$ cat src/rtl/decode_stage.sv
// RV32I decode stage: one-entry holding register, field/immediate decode and an
// optional RAW scoreboard enabled by defining DECODE_SCOREBOARD_EN.
module decode_stage #(
  parameter int XLEN = 32
) (
  input  logic            clock,
  input  logic            reset,
  input  logic            in_valid,
  output logic            in_ready,
  input  logic [31:0]     in_instr,
  input  logic [XLEN-1:0] in_pc,
  input  logic            flush,
  input  logic            wb_valid,
  input  logic [4:0]      wb_rd,
  output logic            out_valid,
  input  logic            out_ready,
  output logic [4:0]      rs1,
  output logic [4:0]      rs2,
  output logic [4:0]      rd,
  output logic            we,
  output logic [XLEN-1:0] imm,
  output logic [6:0]      opcode,
  output logic [2:0]      funct3,
  output logic [6:0]      funct7,
  output logic [XLEN-1:0] out_pc,
  output logic            illegal
);

  localparam logic [6:0] OP_R      = 7'b0110011;
  localparam logic [6:0] OP_IMM    = 7'b0010011;
  localparam logic [6:0] OP_LOAD   = 7'b0000011;
  localparam logic [6:0] OP_JALR   = 7'b1100111;
  localparam logic [6:0] OP_STORE  = 7'b0100011;
  localparam logic [6:0] OP_BRANCH = 7'b1100011;
  localparam logic [6:0] OP_LUI    = 7'b0110111;
  localparam logic [6:0] OP_AUIPC  = 7'b0010111;
  localparam logic [6:0] OP_JAL    = 7'b1101111;

  function automatic logic [XLEN-1:0] sext_xlen(input logic [31:0] v);
    return XLEN'($signed(v));
  endfunction

  logic            hold_valid_r;
  logic [31:0]     instr_r;
  logic [XLEN-1:0] pc_r;

  logic [31:0]     imm32_s;
  logic            we_fmt_s;
  logic            uses_rs1_s;
  logic            uses_rs2_s;
  logic            illegal_s;
  logic            hazard_s;
  logic            issue_s;
  logic            accept_s;

  assign opcode = instr_r[6:0];
  assign rd     = instr_r[11:7];
  assign funct3 = instr_r[14:12];
  assign rs1    = instr_r[19:15];
  assign rs2    = instr_r[24:20];
  assign funct7 = instr_r[31:25];
  assign out_pc = pc_r;

  // Format decode of the held instruction word
  always_comb begin
    imm32_s    = 32'h0000_0000;
    we_fmt_s   = 1'b0;
    uses_rs1_s = 1'b0;
    uses_rs2_s = 1'b0;
    illegal_s  = 1'b0;
    case (instr_r[6:0])
      OP_R: begin
        we_fmt_s   = 1'b1;
        uses_rs1_s = 1'b1;
        uses_rs2_s = 1'b1;
      end
      OP_IMM, OP_LOAD, OP_JALR: begin
        imm32_s    = {{20{instr_r[31]}}, instr_r[31:20]};
        we_fmt_s   = 1'b1;
        uses_rs1_s = 1'b1;
      end
      OP_STORE: begin
        imm32_s    = {{20{instr_r[31]}}, instr_r[31:25], instr_r[11:7]};
        uses_rs1_s = 1'b1;
        uses_rs2_s = 1'b1;
      end
      OP_BRANCH: begin
        imm32_s    = {{19{instr_r[31]}}, instr_r[31], instr_r[7],
                      instr_r[30:25], instr_r[11:8], 1'b0};
        uses_rs1_s = 1'b1;
        uses_rs2_s = 1'b1;
      end
      OP_LUI, OP_AUIPC: begin
        imm32_s  = {instr_r[31:12], 12'h000};
        we_fmt_s = 1'b1;
      end
      OP_JAL: begin
        imm32_s  = {{11{instr_r[31]}}, instr_r[31], instr_r[19:12],
                    instr_r[20], instr_r[30:21], 1'b0};
        we_fmt_s = 1'b1;
      end
      default: begin
        illegal_s = 1'b1;
      end
    endcase
  end

  assign imm     = sext_xlen(imm32_s);
  assign illegal = illegal_s;
  assign we      = we_fmt_s && (instr_r[11:7] != 5'd0);

  // Flush only blocks issue; the held word is dropped at the next edge.
  assign out_valid = hold_valid_r && !hazard_s && !flush;
  assign issue_s   = out_valid && out_ready;
  assign in_ready  = !hold_valid_r || issue_s;
  assign accept_s  = in_valid && in_ready;

  // One-entry holding register for the fetched instruction and its PC
  always_ff @(posedge clock or posedge reset) begin
    if (reset) begin
      hold_valid_r <= 1'b0;
      instr_r      <= 32'h0000_0000;
      pc_r         <= '0;
    end else if (accept_s) begin
      hold_valid_r <= 1'b1;
      instr_r      <= in_instr;
      pc_r         <= in_pc;
    end else if (issue_s || flush) begin
      hold_valid_r <= 1'b0;
    end else begin
      hold_valid_r <= hold_valid_r;
    end
  end

`ifdef DECODE_SCOREBOARD_EN
  logic [31:0] busy_r;
  logic [31:0] busy_nxt_s;

  // Hazards look only at registered busy bits, so a writeback unblocks a cycle later.
  assign hazard_s = (uses_rs1_s && busy_r[instr_r[19:15]]) ||
                    (uses_rs2_s && busy_r[instr_r[24:20]]);

  // Busy update: clear on writeback first so a same-index issue set wins
  always_comb begin
    busy_nxt_s = busy_r;
    if (wb_valid) begin
      busy_nxt_s[wb_rd] = 1'b0;
    end else begin
      busy_nxt_s = busy_r;
    end
    if (issue_s && we) begin
      busy_nxt_s[instr_r[11:7]] = 1'b1;
    end else begin
      busy_nxt_s[0] = 1'b0;
    end
    busy_nxt_s[0] = 1'b0;
  end

  // Scoreboard storage
  always_ff @(posedge clock or posedge reset) begin
    if (reset) begin
      busy_r <= 32'h0000_0000;
    end else begin
      busy_r <= busy_nxt_s;
    end
  end
`else
  logic unused_s;

  assign hazard_s = 1'b0;
  assign unused_s = &{1'b0, wb_valid, wb_rd, uses_rs1_s, uses_rs2_s};
`endif

endmodule
$ cat config.mk
export PLATFORM = sky130hd
export DESIGN_NAME = decode_stage
export DESIGN_NICKNAME = d
export VERILOG_FILES = /design/src/rtl/decode_stage.sv
export SDC_FILE = /design/constraint.sdc
export NUM_CORES = 1
export LEC_CHECK = 0
export BUFFER_PORTS_ARGS = -buffer_cell sky130_fd_sc_hd__buf_2
export CAP_MARGIN = 20
export CELL_PAD_IN_SITES_DETAIL_PLACEMENT = 1
export CELL_PAD_IN_SITES_GLOBAL_PLACEMENT = 1
export CORE_AREA = 2 2 74 147
export DETAILED_ROUTE_END_ITERATION = 7
export DIE_AREA = 0 0 76 149
export PLACE_DENSITY = 0.76
export SYNTH_ARGS = -nofsm -noshare
export SYNTH_HDL_FRONTEND = slang
export SYNTH_SLANG_ARGS = --single-unit
$ cat constraint.sdc
create_clock -name clock -period 1.7 [get_ports clock]
set_clock_uncertainty 0.1 [all_clocks]
set_input_delay 0.085 -clock clock [delete_from_list [all_inputs] [get_ports clock]]
set_output_delay 0.085 -clock clock [all_outputs]
set_load 0.03 [all_outputs]
=== After elaboration in Yosys (flattened, before gate mapping) ===
Index checks and enable logic that the tools add are counted.

* Word-level logic and storage cells: 31
* Bits in registers: 65
* Bits in read-only memories: 0
* Memories kept: 0
* Bits in writable memories: 0
* Output and inout bits: 100
* Latch bits: 0
* Input bits: 75

* Eq/ne operators: 9
* Shift operators: 0
* $mul: 0
* Divide/modulo/power cells: 0
* Mux-type cells: 5
* Bitwise gates (word level): 0
* $add $sub $neg: 0
* Magnitude comparators: 0
* Reductions and logical operators: 14

{| class="wikitable"
|+ Operator list
! operator !! count
|-
| 32-bit one-hot mux with 5 select lines || 1
|-
| 7-bit by 6-bit equality test with 1-bit output (second input constant) || 3
|-
| 7-bit equality test (second input constant) || 3
|-
| 7-bit by 5-bit equality test with 1-bit output (second input constant) || 2
|-
| 9-bit OR reduction || 1
|-
| 7-bit by 2-bit equality test with 1-bit output (second input constant) || 1
|-
| 7-bit OR reduction || 1
|-
| 5-bit nonzero test || 1
|-
| 1-bit logical AND || 4
|-
| 1-bit 2-to-1 mux || 4
|-
| 3-bit OR reduction || 1
|-
| 1-bit logical NOT || 2
|-
| 1-bit logical OR || 2
|-
| 2-bit nonzero test || 1
|-
| 2-bit OR reduction || 1
|}

=== Logic depth before layout (Yosys ltp) ===
* Word-level depth: 6
* Gate-level depth with buffers: 5
* Gate-level depth less buffers: 3

=== Worst setup path before layout ===
Ideal clock, no wire load.

* Path kind: reg2out
* From: reg instr_r[6]
* To: out we
* Path buffers: 1
* Setup slack: -0.420 ns
* Stages on the path, launching flop included: 4
* Arrival: 1.935 ns
* Cell sequence: dfrtp_1 clkbuf_1 nand4b_1 a221oi_1

* Cells in the longest elaborated chain, start to end: 4

{| class="wikitable"
|+ RTL lines
! item !! RTL line !! text
|-
| start, declared || 44 || <nowiki>logic [31:0] instr_r;</nowiki>
|-
| start signal, assigned || 126 || <nowiki>instr_r <= in_instr;</nowiki>
|-
| 7-bit equality test, or another cell as far along || 71 || <nowiki>case (instr_r[6:0])</nowiki>
|-
| 7-bit OR reduction (no source line) (*) || n/a ||
|-
| 1-bit 2-to-1 mux (*) || 71 ||
|-
| 1-bit logical AND (*) || 110 || <nowiki>assign we = we_fmt_s && (instr_r[11:7] != 5'd0);</nowiki>
|-
| end, declared || 20 || <nowiki>output logic we,</nowiki>
|}

Every way passes the cells marked *; elsewhere a longest branch is shown, timed or not.

=== Worst setup path after layout ===
* From: reg instr_r[5]
* To: out imm[5]

* Cells in the longest elaborated chain, start to end: 3

{| class="wikitable"
|+ RTL lines
! item !! RTL line !! text
|-
| 7-bit by 5-bit equality test with 1-bit output, or another cell as far along || 71 ||
|-
| 3-bit OR reduction or 2-bit OR reduction (tied branches) || n/a ||
|-
| 32-bit one-hot mux with 5 select lines (*) || 71 ||
|-
| end, declared || 21 || <nowiki>output logic [XLEN-1:0] imm,</nowiki>
|}

Marks and branches as above.

==> impl_results.md <==
* Post-layout nets at 573
* H-tree depth at 3
* Reg2reg start: hold_valid_r
* R2R depth at 3
* Die width at 76 um
* Register area share after synthesis at 53.9%
* Period utilization at 127%
* Violated checks: setup timing
* Vias at 3166
* Outcome: complete, but fails checks
* WL/cell at 20.4 um
* First-pass DRT Iterations at 4
* Worst path cell trace: or4_4, or2_4, a21boi_4, buf_6
* Fmax at 463 MHz
* WS Path Type: reg -> out
* Actual slew at the worst max-slew pin at 0.589 ns
* Crit path max fanout at 6
* Initial antenna violation count at 0
* Synth top area share at 53.9%
* Largest net degree at the start of global routing at 55
* Initial drt markers at 70
* Skew-Pair Late Insertion Delay at 0.33 ns
* Slowest library cell on the worst path: or4_4
* Worst slew margin at 60.6%
* Slew Limit Fails at 0
* R2R Path End: instr_r[5]
* TritonCTS Sinks at 65
* Main area contributors after synthesis: dfrtp_1, mux2_1, mux2_2
* Synth-to-Final Area Change at 93.8%
* Vias/cell at 4.95
* Final setup violation count at 34
* Yosys reg bits at 65
* Synthesized area at 3020 sq um
* VDD IR-drop max at 0.000786 V
* Commonest non-fill, non-tap cell in the layout: buf_2
* Netlist cell types at 38
* Unrepaired setup endpoints after global routing: yes
* Clk pin slew, worst setup/hold paths at 0.06 ns
* Post-synth top area cell: dfrtp_1
* Vias in the first global route at 3528
* DRT antenna net count at 0
* TritonCTS Buffers at 9
* Row count at 53
* Top FF cell, synth: dfrtp_1
* # diodes at 0
* Mean Syn Cell Area at 13.2 sq um
* Root Buffer Master: clkbuf_16
* Gpl congestion at 0.785
* FFs w/ async S/R, synth at 100%
* Drt total wl at 13.0 mm
* Die Y at 149 um
* Core area at 10300 sq um
* # DRC at 0
* Synth warn at 0
* Gr usage total at 21.5%
* Overflow after GRT at 0
* Power per Cell Area at 1060 nW/um^2
* Syn Inst Count at 229
* First-pass GRT wire length at 18.9 mm
* Core Util, Final at 56.9%
* Leakage at 0.00280 uW
* Die Footprint at 11300 sq um
* EDFF count, synth at 0
* Max incr delay on CP at 0.58 ns
* CTS tree: yes
* Reg-to-reg slack, setup at 0.11 ns
* IO Pins at 175
* Most frequent cells in the layout: buf_2, dlygate4sd3_1, dfrtp_1
* Fillers at 1053
* Bufs on Longest Clock Path at 2
* Layout cells sized above 1 at 57.7%
* Mapped Nets at 304
* Crit end category: output port
* Max-Cap Viols at 0
* Hold WS at 0.288 ns
* Worst path required time at 1.51 ns
* Crit path setup slack, layout at -0.458 ns
* Final Hold Fails at 0
* Final min period at 2.16 ns
* I/O Buffers at 168
* Post-DP HPWL at 7.45 mm
* Crit path DAT at 1.97 ns
* Starting density of the core at 29.3%
* Hold crit path type: in -> async
* Crit path launch type: flop
## power by group
group          switching (uW)  internal (uW)
logic                    1330            920
registers                 251           1820
clock network             716           1180
## Yosys cell counts, types with 2 or more instances
master    count
inv_1         3
mux2_1       54
clkbuf_1      4
and2_1        3
a21boi_1      7
nand4_1       4
nor2_1        5
a21o_1       10
nand2b_1      2
o31ai_1       2
and4b_1       2
a21oi_2       2
nand3_1       5
mux2_2       10
a22o_1        4
a211o_1       7
nor2b_1       3
nand2_1       5
buf_2         9
and3_1        2
nand4b_1      2
a21oi_1       4
dfrtp_1      65
## timing repair
item | 4_1_cts | 5_1_grt
hold endpoints to repair | 87 | 0
hold buffers | 67 | 0
endpoints found under the setup margin | 34 | 37
pin swaps | 22 | 12
setup buffers | 5 | 4
gates cloned | 0 | 1
gates resized for setup | 67 | 32
## critical path: cells and delay by family (launching register included)
family | cells | cell delay, ns
compound gates | 1 | 0.16
buf+inv | 1 | 0.14
flops | 1 | 0.40
simple gates | 2 | 0.94
## worst max path at each step
stage | start | to | slack [ns] | cells past startpoint
3_5_place_dp | instr_r[3] | imm[30] | -0.22 | 4
3_3_place_gp | instr_r[3] | imm[20] | -0.20 | 4
4_1_cts | instr_r[2] | imm[26] | -0.50 | 4
2_1_floorplan | instr_r[2] | imm[8] | -0.17 | 3
6_report | instr_r[5] | imm[5] | -0.46 | 4
5_1_grt | instr_r[2] | imm[12] | -0.50 | 6
## layout make-up
class | instances | area (sq um) | area share (%)
timing repair buffer | 271 | 2050 | 35.1
multi-input combinational | 148 | 1660 | 28.5
tap | 137 | 171 | 2.93
sequential | 65 | 1640 | 28.0
inverter | 3 | 15.0 | 0.257
clock inverter | 6 | 66.3 | 1.13
clock buffer | 10 | 239 | 4.09
## stage by stage
stage          setup WS, ns  instance area, sq um  TNS (ns)  total power, uW  instances
2_1_floorplan        -0.172                  3250     -2.36             3230        229
3_3_place_gp         -0.196                  4450     -3.93             3870        547
3_5_place_dp         -0.221                  4450     -4.30             3920        547
4_1_cts              -0.501                  5670    -13.46             6090        635
5_1_grt              -0.496                  5850    -15.44             6460        640
6_report             -0.458                  5850    -13.51             6210        640
## metal layers
metal | up-vias | track usage [%] | part of all wire [%]
met3 | 29 | 7.75 | 8.9
met1 | 1553 | 24.3 | 38
met5 | - | 0 | 0
li1 | 1385 | - | -
met4 | 0 | 8.55 | 2.8
met2 | 199 | 36.8 | 51
## registers in the layout, indices dropped and copies added (netlist names)
signal,count
hold_valid_r,1
instr_r,32
out_pc,32
## cells by family (layout without fill, tap and decap cells)
logic type             Yosys count  in the layout  share of synthesized area, %
AOI/OAI and AO/OA               44             44                          11.3
buffers and inverters           16            290                          2.36
DFF                             65             65                          53.9
muxes                           64             64                          23.9
and+or+nand+nor                 40             40                          8.54
Power figures use the tool's default switching activity.
